### config.mk
export PLATFORM = sky130hd
export DESIGN_NAME = router_rr_scheduler
export DESIGN_NICKNAME = d
export VERILOG_FILES = /design/src/rtl/router_pkg.sv /design/src/rtl/router_demux.sv /design/src/rtl/router_rr_scheduler.sv
export SDC_FILE = /design/constraint.sdc
export NUM_CORES = 1
export LEC_CHECK = 0
export ABC_CLOCK_PERIOD_IN_PS = 4800
export CAP_MARGIN = 20
export CORE_AREA = 2 2 135 137
export CTS_CLUSTER_DIAMETER = 200
export DETAILED_ROUTE_END_ITERATION = 16
export DIE_AREA = 0 0 137 139
export PLACE_DENSITY_LB_ADDON = 0.12
export SYNTH_ARGS = -nofsm -noshare
export SYNTH_HDL_FRONTEND = slang
export SYNTH_HIERARCHICAL = 1
export SYNTH_SLANG_ARGS = --single-unit
### constraint.sdc
create_clock -name clk -period 4.8 [get_ports clk]
set_input_delay 0.96 -clock clk [delete_from_list [all_inputs] [get_ports clk]]
set_output_delay 0.96 -clock clk [all_outputs]
set_load 0.005 [all_outputs]
### src/rtl/router_pkg.sv
// Shared types for the 1-to-4 address-routed output port.
// Pure declarations; no logic, no latency, no flow control.
// Port addresses are 2 bits wide; onehot4 expands one to a 4-bit enable.
package router_pkg;

    localparam int NUM_PORTS = 4;

    typedef logic [1:0] port_addr_t;

    function automatic logic [NUM_PORTS-1:0] onehot4(port_addr_t addr);
        return 4'b0001 << addr;
    endfunction

endpackage

### src/rtl/router_demux.sv
// Steers one registered word onto one of four sink buses by its address.
// Purely combinational, zero latency; carries no flow control.
// Unselected buses, and all buses while din_en is low, are driven to zero.
module router_demux
    import router_pkg::*;
#(
    parameter int DATA_WIDTH = 32
) (
    input  logic [DATA_WIDTH-1:0] din,
    input  logic                  din_en,
    input  port_addr_t            addr,
    output logic [DATA_WIDTH-1:0] dout0,
    output logic [DATA_WIDTH-1:0] dout1,
    output logic [DATA_WIDTH-1:0] dout2,
    output logic [DATA_WIDTH-1:0] dout3
);

    logic [NUM_PORTS-1:0] sel;

    assign sel   = din_en ? onehot4(addr) : '0;
    assign dout0 = sel[0] ? din : '0;
    assign dout1 = sel[1] ? din : '0;
    assign dout2 = sel[2] ? din : '0;
    assign dout3 = sel[3] ? din : '0;

endmodule

### src/rtl/router_rr_scheduler.sv
// Round-robin scheduler sharing one address-routed output register among NUM_REQ requesters.
// Latency: one cycle from accept to dout*; sustains one word per cycle.
// Backpressure: ld = !out_valid | out_ready; ROUTER_RR_SCHED_STATS_EN adds grant counters.
module router_rr_scheduler
    import router_pkg::*;
#(
    parameter int DATA_WIDTH = 32,
    parameter int NUM_REQ    = 4,
    parameter int CNT_WIDTH  = 16
) (
    input  logic                            clk,
    input  logic                            resetn,
    input  logic [NUM_REQ-1:0]              req_valid,
    input  logic [2*NUM_REQ-1:0]            req_addr,
    input  logic [DATA_WIDTH*NUM_REQ-1:0]   req_data,
    output logic [NUM_REQ-1:0]              req_ready,
    input  logic                            out_ready,
    output logic                            out_valid,
    output logic [NUM_PORTS-1:0]            dout_en,
    output logic [DATA_WIDTH-1:0]           dout0,
    output logic [DATA_WIDTH-1:0]           dout1,
    output logic [DATA_WIDTH-1:0]           dout2,
    output logic [DATA_WIDTH-1:0]           dout3,
    output logic [CNT_WIDTH*NUM_REQ-1:0]    grant_cnt
);

    localparam int PTR_W = $clog2(NUM_REQ);

    logic [DATA_WIDTH-1:0] data_arr [NUM_REQ];
    port_addr_t            addr_arr [NUM_REQ];

    for (genvar r = 0; r < NUM_REQ; r++) begin : g_unpack
        assign data_arr[r] = req_data[r*DATA_WIDTH +: DATA_WIDTH];
        assign addr_arr[r] = req_addr[2*r +: 2];
    end

    logic                  out_valid_q, out_valid_d;
    port_addr_t            out_addr_q,  out_addr_d;
    logic [DATA_WIDTH-1:0] out_data_q,  out_data_d;
    logic [PTR_W-1:0]      rr_ptr_q,    rr_ptr_d;

    logic                  ld;
    logic                  accept;
    logic                  found;
    logic [PTR_W-1:0]      gnt_idx;
    logic [PTR_W:0]        scan;
    logic [NUM_REQ-1:0]    gnt_oh;

    // Scan from rr_ptr upwards, wrapping past NUM_REQ-1; the first valid requester wins.
    always_comb begin
        found   = 1'b0;
        gnt_idx = '0;
        scan    = '0;
        for (int i = 0; i < NUM_REQ; i++) begin
            scan = {1'b0, rr_ptr_q} + (PTR_W+1)'(i);
            if (scan >= (PTR_W+1)'(NUM_REQ)) begin
                scan = scan - (PTR_W+1)'(NUM_REQ);
            end
            if (!found && req_valid[scan[PTR_W-1:0]]) begin
                found   = 1'b1;
                gnt_idx = scan[PTR_W-1:0];
            end
        end
    end

    assign ld        = !out_valid_q || out_ready;
    assign accept    = ld && found;
    assign gnt_oh    = found ? (NUM_REQ'(1) << gnt_idx) : '0;
    assign req_ready = ld ? gnt_oh : '0;

    always_comb begin
        out_valid_d = ld ? found : out_valid_q;
        out_addr_d  = accept ? addr_arr[gnt_idx] : out_addr_q;
        out_data_d  = accept ? data_arr[gnt_idx] : out_data_q;
        rr_ptr_d    = rr_ptr_q;
        if (accept) begin
            rr_ptr_d = (gnt_idx == PTR_W'(NUM_REQ-1)) ? '0 : gnt_idx + PTR_W'(1);
        end
    end

    always_ff @(posedge clk) begin
        if (!resetn) begin
            out_valid_q <= 1'b0;
            out_addr_q  <= '0;
            out_data_q  <= '0;
            rr_ptr_q    <= '0;
        end else begin
            out_valid_q <= out_valid_d;
            out_addr_q  <= out_addr_d;
            out_data_q  <= out_data_d;
            rr_ptr_q    <= rr_ptr_d;
        end
    end

    assign out_valid = out_valid_q;
    assign dout_en   = out_valid_q ? onehot4(out_addr_q) : '0;

    router_demux #(
        .DATA_WIDTH (DATA_WIDTH)
    ) u_demux (
        .din    (out_data_q),
        .din_en (out_valid_q),
        .addr   (out_addr_q),
        .dout0  (dout0),
        .dout1  (dout1),
        .dout2  (dout2),
        .dout3  (dout3)
    );

`ifdef ROUTER_RR_SCHED_STATS_EN
    logic [CNT_WIDTH-1:0] cnt_q [NUM_REQ];

    // Counters stick at all-ones rather than wrapping.
    always_ff @(posedge clk) begin
        if (!resetn) begin
            for (int i = 0; i < NUM_REQ; i++) begin
                cnt_q[i] <= '0;
            end
        end else begin
            for (int i = 0; i < NUM_REQ; i++) begin
                if (accept && gnt_oh[i] && !(&cnt_q[i])) begin
                    cnt_q[i] <= cnt_q[i] + CNT_WIDTH'(1);
                end
            end
        end
    end

    for (genvar r = 0; r < NUM_REQ; r++) begin : g_cnt_out
        assign grant_cnt[r*CNT_WIDTH +: CNT_WIDTH] = cnt_q[r];
    end
`else
    assign grant_cnt = '0;
`endif

endmodule

After elaboration in Yosys (flattened, before gate mapping)
Cells that the tools add are included.
{"block": "word_totals", "in_bits": 143, "register_bits": 37}
{"block": "op_classes", "n_addsub": 8, "shifts": 2, "n_reduce_logical": 9, "eq_ne": 1, "order_cmp": 9, "bitwise": 1, "muxes": 34}
{"cell": "2-to-1 mux 32 bit", "n": 6}
{"cell": "binary-select mux 32 bit (select 2 bit)", "n": 1}
{"cell": "2-to-1 mux 2 bit", "n": 11}
{"cell": ">= comparator 3 bit (second input constant)", "n": 4}
{"cell": "< comparator 2 x 3 -> 1 bit (second input constant)", "n": 4}
{"cell": "2-to-1 mux 4 bit", "n": 3}
{"cell": "binary-select mux 1 bit (select 2 bit)", "n": 4}
{"cell": "2-to-1 mux 1 bit", "n": 8}
{"cell": "left shift 1 x 2 -> 4 bit (first input constant)", "n": 2}
{"cell": "subtractor 2 x 1 -> 2 bit (second input constant)", "n": 4}
{"cell": "adder 2 x 2 -> 3 bit (second input constant)", "n": 2}
{"cell": "binary-select mux 2 bit (select 2 bit)", "n": 1}
{"cell": "logical AND 1 bit", "n": 4}
{"cell": "logical NOT 1 bit", "n": 4}
{"cell": "adder 2 x 1 -> 3 bit (second input constant)", "n": 1}
{"cell": ">= comparator 2 x 3 -> 1 bit (second input constant)", "n": 1}
{"cell": "inverter 2 -> 3 bit", "n": 1}
{"cell": "adder 2 x 1 -> 2 bit (second input constant)", "n": 1}
{"cell": "== test 2 bit (second input constant)", "n": 1}
{"cell": "logical OR 1 bit", "n": 1}

Logic depth before layout (Yosys ltp)
Gate-level depths: netlist of run 1.
{"block": "logic_depth", "word_depth": 18, "depth_mapped": 8}

By module
The synthesis of run 1 kept the hierarchy.
{"mod": "router_rr_scheduler", "cells_per_inst": 296, "area_per_inst_um2": 2702.6, "instances": 1}
{"mod": "router_demux", "cells_per_inst": 170, "area_per_inst_um2": 1554.0, "instances": 1}

Least setup slack after synthesis of run 1
OpenSTA, ideal clock, no wires.
{"block": "synth_timing", "kind": "in2out", "startpoint": "input port req_valid[2]", "endpoint": "output port req_ready[3]", "setup_slack_ns": 1.753, "required_ns": 3.840, "arrival_ns": 2.087, "path_stages": 7, "cell_sequence": "nor2b_1 > a21boi_1 > o32a_1 > buf_4 > buf_6 > ha_1 > and2_1"}
{"block": "synth_via", "elab_chain_len": 15}
{"item": "start, declared", "line_no": "router_rr_scheduler.sv:13", "source": "input logic [NUM_REQ-1:0] req_valid,"}
{"item": "binary-select mux 1 bit (select 2 bit)", "line_no": "router_rr_scheduler.sv:59", "source": "if (!found && req_valid[scan[PTR_W-1:0]]) begin"}
{"item": "2-to-1 mux 1 bit (implied by the code)", "line_no": "router_rr_scheduler.sv:59"}
{"item": "2-to-1 mux 1 bit", "line_no": "router_rr_scheduler.sv:59"}
{"item": "logical NOT 1 bit", "line_no": "router_rr_scheduler.sv:59"}
{"item": "logical AND 1 bit", "line_no": "router_rr_scheduler.sv:59"}
{"item": "2-to-1 mux 1 bit", "line_no": "router_rr_scheduler.sv:59"}
{"item": "logical NOT 1 bit", "line_no": "router_rr_scheduler.sv:59"}
{"item": "logical AND 1 bit", "line_no": "router_rr_scheduler.sv:59"}
{"item": "2-to-1 mux 1 bit", "line_no": "router_rr_scheduler.sv:59"}
{"item": "logical NOT 1 bit", "line_no": "router_rr_scheduler.sv:59"}
{"item": "logical AND 1 bit", "line_no": "router_rr_scheduler.sv:59"}
{"item": "2-to-1 mux 2 bit", "line_no": "router_rr_scheduler.sv:59"}
{"item": "left shift 1 x 2 -> 4 bit", "line_no": "router_rr_scheduler.sv:68", "source": "assign gnt_oh = found ? (NUM_REQ'(1) << gnt_idx) : '0;"}
{"item": "2-to-1 mux 4 bit *", "line_no": "router_rr_scheduler.sv:68"}
{"item": "2-to-1 mux 4 bit *", "line_no": "router_rr_scheduler.sv:69", "source": "assign req_ready = ld ? gnt_oh : '0;"}
{"item": "end, declared", "line_no": "router_rr_scheduler.sv:16", "source": "output logic [NUM_REQ-1:0] req_ready,"}
Every way passes the cells marked *; elsewhere a longest branch is shown, timed or not. The select of a mux whose other input is x is not followed.

Worst setup path in the final report of run 1
Ends and elaborated chain as after synthesis.

==> summary.md, run 1 <==
| Metric | Value |
|---|---|
| DR DRC count | 0 |
| Port Buffer Count | 279 |
| Skew-Pair Late Insertion Delay | 0.29 ns |
| Critical path buffer and inverter count | 3 |
| Post-route setup slack | 0.871 ns |
| Drt wl/cell | 17.1 um |
| Synth warnings | 6 |
| Crit-path cells | clkdlybuf4s50_1, nor2b_1, nor2_1, o221ai_1, inv_1, ha_1, and2_1, clkdlybuf4s50_1 |
| Library cells used by synthesis | 33 |
| Global router's overall resource usage | 0.156 |
| Max incr delay on CP | 0.51 ns |
| # nets final | 838 |
| Tightest Pin Transition | 1.04 ns |
| DR pass1 iterations | 6 |
| Most frequent CP cell | clkdlybuf4s50_1 |
| Commonest cells in the netlist | buf_4, mux2i_1, and4b_1 |
| Final Power | 1.46 mW |
| Worst vdd ir | 115 uV |
| Kind of critical path | in -> out |
| Launch point of the worst hold path | out_data_q[14] |
| Max-cap viol count | 0 |
| Post-synthesis cell area | 4260 um2 |
| Largest net degree at the start of global routing | 134 |
| Fin. max-slew vios | 0 |
| Critical path data required time | 3.84 ns |
| WL final | 15800 um |
| Post-DP HPWL | 11200 um |
| Vias in the first global route | 4222 |
| Routed vias/inst | 4.74 |
| Top Ports | 344 |
| Root Buffer Master | clkbuf_16 |
| H-tree levels | 2 |
| CTS sink count | 37 |
| TritonCTS Buffers | 5 |
| Top area cells in the synthesized netlist | dfxtp_1, mux2i_1, and4b_1 |
| Fin crit share | 0.819 |
| Die width | 137 um |
| R2R Path Start | out_valid |
| Storage element area | 752 um2 |
| Worst Hold Path EP | out_data_q[14] |
| Post-CTS Setup Inserts | 0 |
| DR vias | 4376 |
| RSZ-0062 raised after global routing | no |
| Crit Path Max Fanout | 4 |
| Ys async rst share | 0 |
| Cts hold-fix bufs | 0 |
| Hold path depth | 2 |
| Clock buffer depth | 2 |
| CP delay by family, top | buffers and inverters |
| Count leader, synth | buf_4 |
| FF-to-FF End | out_data_q[13] |
| Post-CTS Resized | 0 |
| Setup Skew | 0.00685 ns |
| Worst endpoint data arrival time | 2.97 ns |
| Area after DPL | 6770 um2 |
| R2r setup slk | 2.12 ns |
| Core area | 17700 um2 |
| Synth top area share | 0.174 |
| Layout fillers | 1748 |
| Multi-input logic area | 2910 um2 |
| Fmax | 0.255 GHz |
| Design Area, Final | 6930 um2 |
| Crit end category | output pin |
| GPL Wtd Cong | 0.680 |
| TritonCTS clock tree | done |
| Pre-CTS setup slack | 0.880 ns |
| Post-DRT Antenna Nets | 0 |
| Register area share after synthesis | 0.174 |
| Die Span Y | 139 um |
| Number of synthesized flops with an enable pin | 0 |
| Flops & latches, synth | 37 |
| Layout area overhead | 62.8% |
| Fin crit period | 3.93 ns |
| Reg2reg path depth | 4 |
| Remaining Overflow, GRT | 0 |
| Initial antenna violation count | 0 |
| Core Rows | 49 |
| Crit-path slowest cell | clkdlybuf4s50_1 |
| Setup tns final | 0 ns |
| Die ar. | 19000 um2 |
| Antenna Cells | 0 |
| Startpoint types | input pin |
| Mean Syn Cell Area | 9.13 um2 |
| Starting density of the core | 0.241 |
| CTS clk-pin slew, worst paths | 0.06 ns |
| Number of hold violations in the final report | 0 |
| Status | finished, final reports clean |
| Share of layout cells above drive strength 1 | 0.0432 |
| Final Setup Violations | 0 |
| Global-route wire length before repair | 23600 um |
| Normalized max-slew margin | 0.304 |
| Synth Instances | 466 |
| Leak | 2.82 nW |
| Main synth FF type | dfxtp_1 |
| HP Class | reg -> reg |
| Synth area leader | dfxtp_1 |
| Pwr/cell area | 210 nW/um2 |
| DRT iter0 DRCs | 118 |
[state kept, by name, indices dropped and copies added (netlist names)]
| name | cells |
|---|---|
| out_addr_q | 2 |
| out_valid | 1 |
| out_data_q | 32 |
| rr_ptr_q | 2 |
[worst min-delay path, cell delays in order, from the launching register on]
cell      delay [ns]
dfxtp_1         0.37
nand2_1         0.06
o221ai_1        0.06
[report_power, final]
part / switching (mW) / internal [mW]
logic: 0.217 / 0.364
registers: 0.155 / 0.363
clock network: 0.139 / 0.220
total: 0.511 / 0.947
[stage by stage]
step / cells / utilization / hold WS (ns)
floorplan: 529 / - / 0.468
global placement: 916 / 0.384 / 0.488
detailed placement: 916 / 0.384 / 0.509
CTS: 924 / 0.393 / 0.523
global route: 924 / 0.393 / 0.566
finish: 924 / 0.393 / 0.523
[worst max-delay path by stage]
stage / startpoint / to / slack (ns) / depth (start not counted)
finish: req_valid[2] / req_ready[3] / 0.87 / 8
floorplan: req_valid[2] / req_ready[3] / 1.75 / 7
global route: req_valid[0] / req_ready[3] / 0.65 / 8
detailed placement: req_valid[2] / req_ready[3] / 0.88 / 8
CTS: req_valid[2] / req_ready[3] / 0.86 / 8
global placement: req_valid[0] / req_ready[3] / 0.91 / 8
[cells by family after synthesis]
group,share of synthesized area
other cells,0.000881
compound gates,0.0861
flops,0.174
fa+ha+maj,0.00294
simple gates,0.374
mux,0.160
buf+inv,0.202
[layout by cell type (no fill, tap or decap), drive strengths merged, types with 4 or more instances in the layout]
| cell type | instances |
|---|---|
| and4b | 64 |
| and4bb | 31 |
| dfxtp | 37 |
| nor2 | 6 |
| o221ai | 35 |
| clkbuf | 7 |
| nor2b | 6 |
| buf | 4 |
| nand2 | 39 |
| and4 | 32 |
| conb | 64 |
| clkdlybuf4s50 | 279 |
| mux2i | 68 |
[area by class of cell]
type	instances	area share
clock buffers	7	0.0220
inverters	2	0.00108
clock inverters	1	0.000722
well taps	229	0.0413
flip-flops and latches	37	0.108
multi-input cells	365	0.419
repair buffers	283	0.407
[per-layer routing]
layer | share of wire | up-vias | GRT usage
met3 | 0.083 | 11 | 0.0351
met2 | 0.52 | 196 | 0.299
li1 | - | 2137 | -
met4 | 0.015 | 0 | 0.0385
met1 | 0.38 | 2032 | 0.171
met5 | 0 | - | 0
Note: power is estimated with default switching activity, not from simulation.
==> run 2: changes to the inputs <==
--- a/config.mk
+++ b/config.mk
@@ -5,12 +5,12 @@
 export SDC_FILE = /design/constraint.sdc
 export NUM_CORES = 1
 export LEC_CHECK = 0
-export ABC_CLOCK_PERIOD_IN_PS = 4800
+export ABC_CLOCK_PERIOD_IN_PS = 3770
 export CAP_MARGIN = 20
-export CORE_AREA = 2 2 135 137
+export CORE_AREA = 2 2 133 135
 export CTS_CLUSTER_DIAMETER = 200
 export DETAILED_ROUTE_END_ITERATION = 16
-export DIE_AREA = 0 0 137 139
+export DIE_AREA = 0 0 135 137
 export PLACE_DENSITY_LB_ADDON = 0.12
 export SYNTH_ARGS = -nofsm -noshare
 export SYNTH_HDL_FRONTEND = slang
==> constraint.sdc (replaced) <==
create_clock -name clk -period 3.77 [get_ports clk]
set_input_delay 0.754 -clock clk [delete_from_list [all_inputs] [get_ports clk]]
set_output_delay 0.754 -clock clk [all_outputs]
set_load 0.005 [all_outputs]
==> summary.md, run 2 (synthesis results as in run 1) <==
| Metric | Value |
|---|---|
| Status | finished, final reports clean |
| CTS clk-pin slew, worst paths | 0.06 ns |
| Top Ports | 344 |
| Port Buffer Count | 279 |
| Global router's overall resource usage | 0.158 |
| Remaining Overflow, GRT | 0 |
| FF-to-FF End | out_data_q[5] |
| Critical path data required time | 3.02 ns |
| Clock share of power | 0.228 |
| Sw Share | 0.357 |
| Drt wl/cell | 17.1 um |
| Initial antenna violation count | 0 |
| Core area | 17100 um2 |
| Tightest Pin Transition | 0.758 ns |
| Max-cap viol count | 0 |
| Top Registers | out_data_q x32, out_addr_q x2, rr_ptr_q x2 |
| TritonCTS clock tree | done |
| Psw | 0.654 mW |
| Fmax | 0.280 GHz |
| Startpoint types | input pin |
| Reg2reg path depth | 6 |
| Layout fillers | 1685 |
| Die ar. | 18500 um2 |
| Worst vdd ir | 130 uV |
| Largest register by flop count | out_data_q |
| Largest register FFs | 32 |
| Commonest non-fill, non-tap cell in the layout | clkdlybuf4s50_1 |
| Fin crit period | 3.58 ns |
| Commonest non-fill, non-tap cells in the layout | clkdlybuf4s50_1, mux2i_1, conb_1, and4b_1, nand2_1 |
| WL final | 15900 um |
| GPL Wtd Cong | 0.708 |
| Setup crit end | req_ready[3] |
| Final Setup Violations | 0 |
| DR DRC count | 0 |
| Number of hold violations in the final report | 0 |
| Comb power frac | 0.438 |
| Die Span Y | 137 um |
| H-tree levels | 2 |
| Global-route wire length before repair | 23300 um |
| RSZ-0062 raised after global routing | no |
| Crit end category | output pin |
| Clock buffer depth | 2 |
| Multi-input logic area | 2910 um2 |
| Share of layout cells above drive strength 1 | 0.0499 |
| Reg power frac | 0.334 |
| Die width | 135 um |
| Post-DRT Antenna Nets | 0 |
| Post-CTS Resized | 0 |
| Setup tns final | 0 ns |
| Pwr/cell area | 263 nW/um2 |
| Fin. max-slew vios | 0 |
| Storage element area | 752 um2 |
| CTS sink count | 37 |
| Post-CTS Setup Inserts | 0 |
| Root Buffer Master | clkbuf_16 |
| R2R Path Start | out_valid |
| Leak | 2.85 nW |
| DR pass1 iterations | 6 |
| Crit Path Max Fanout | 4 |
| Kind of critical path | in -> out |
| DRT iter0 DRCs | 179 |
| Normalized max-slew margin | 0.495 |
| HP Class | reg -> reg |
| Cts hold-fix bufs | 0 |
| Antenna Cells | 0 |
| Worst hold margin | 0.527 ns |
| Core Rows | 48 |
| # nets final | 844 |
| Skew-Pair Late Insertion Delay | 0.29 ns |
| Starting density of the core | 0.250 |
| CP Launch Point | req_valid[0] |
| Int Pwr | 1.18 mW |
| Largest net degree at the start of global routing | 93 |
| Routed vias/inst | 4.80 |
| Vias in the first global route | 4227 |
| Fin crit share | 0.948 |
| DR vias | 4448 |
| Setup Skew | 0.00431 ns |
| Worst endpoint data arrival time | 2.82 ns |
| Layout area overhead | 63.6% |
| Post-DP HPWL | 11900 um |
| R2r setup slk | 0.99 ns |
| TritonCTS Buffers | 5 |
==> run 2: cell count changes in the layout (fill, tap and decap cells not counted) <==
cell,change
buf_12,+1
buf_4,+5
clkbuf_1,+1
clkbuf_8,-2
clkinv_2,+1
==> run 2: final cells by class <==
class	count	share of cell area
clock buffers	6	0.0185
clock inverters	2	0.00144
inverters	2	0.00108
multi-input cells	365	0.417
flip-flops and latches	37	0.108
well taps	225	0.0404
repair buffers	289	0.414
==> run 2: worst min path at each step <==
stage / from / end / slack (ns) / depth (start not counted)
after floorplan: out_data_q[6] / out_data_q[6] / 0.47 / 2
after global placement: out_data_q[13] / out_data_q[13] / 0.50 / 2
after detailed placement: out_data_q[17] / out_data_q[17] / 0.51 / 2
after CTS: out_data_q[13] / out_data_q[13] / 0.53 / 2
after global routing: out_data_q[13] / out_data_q[13] / 0.56 / 2
final: out_data_q[13] / out_data_q[13] / 0.53 / 2
==> run 2: per-layer routing <==
layer | vias up | wire length [um] | global-route usage
met1 | 2084 | 6210 | 0.183
met5 | - | 0 | 0
met4 | 0 | 214 | 0.0376
met2 | 200 | 8140 | 0.290
met3 | 15 | 1310 | 0.0400
li1 | 2149 | - | -
==> run 2: per-stage QoR <==
stage | instance area (um2) | power, mW | util | std cells | setup slack (ns)
4_1_cts | 6970 | 1.86 | 0.408 | 926 | 0.198
3_5_place_dp | 6830 | 1.43 | 0.400 | 918 | 0.212
5_1_grt | 6970 | 1.96 | 0.408 | 926 | 0.0218
3_3_place_gp | 6830 | 1.41 | 0.400 | 918 | 0.285
6_report | 6970 | 1.83 | 0.408 | 926 | 0.195
2_1_floorplan | 4490 | 1.10 | - | 529 | 1.13
==> run 2: critical path, stage by stage <==
cell and delay, ns:
clkdlybuf4s50_1 0.54, nor2b_2 0.19, nor2_1 0.08, o221ai_1 0.34
inv_1 0.12, ha_1 0.22, and2_1 0.13, clkdlybuf4s50_1 0.45
==> run 2: power groups by stage <==
stage | combinational, mW | clock (mW) | sequential (mW)
floorplan | 0.582 | 0 | 0.518
global placement | 0.799 | 0 | 0.615
detailed placement | 0.809 | 0 | 0.623
CTS | 0.811 | 0.437 | 0.615
global route | 0.867 | 0.452 | 0.636
finish | 0.804 | 0.418 | 0.613
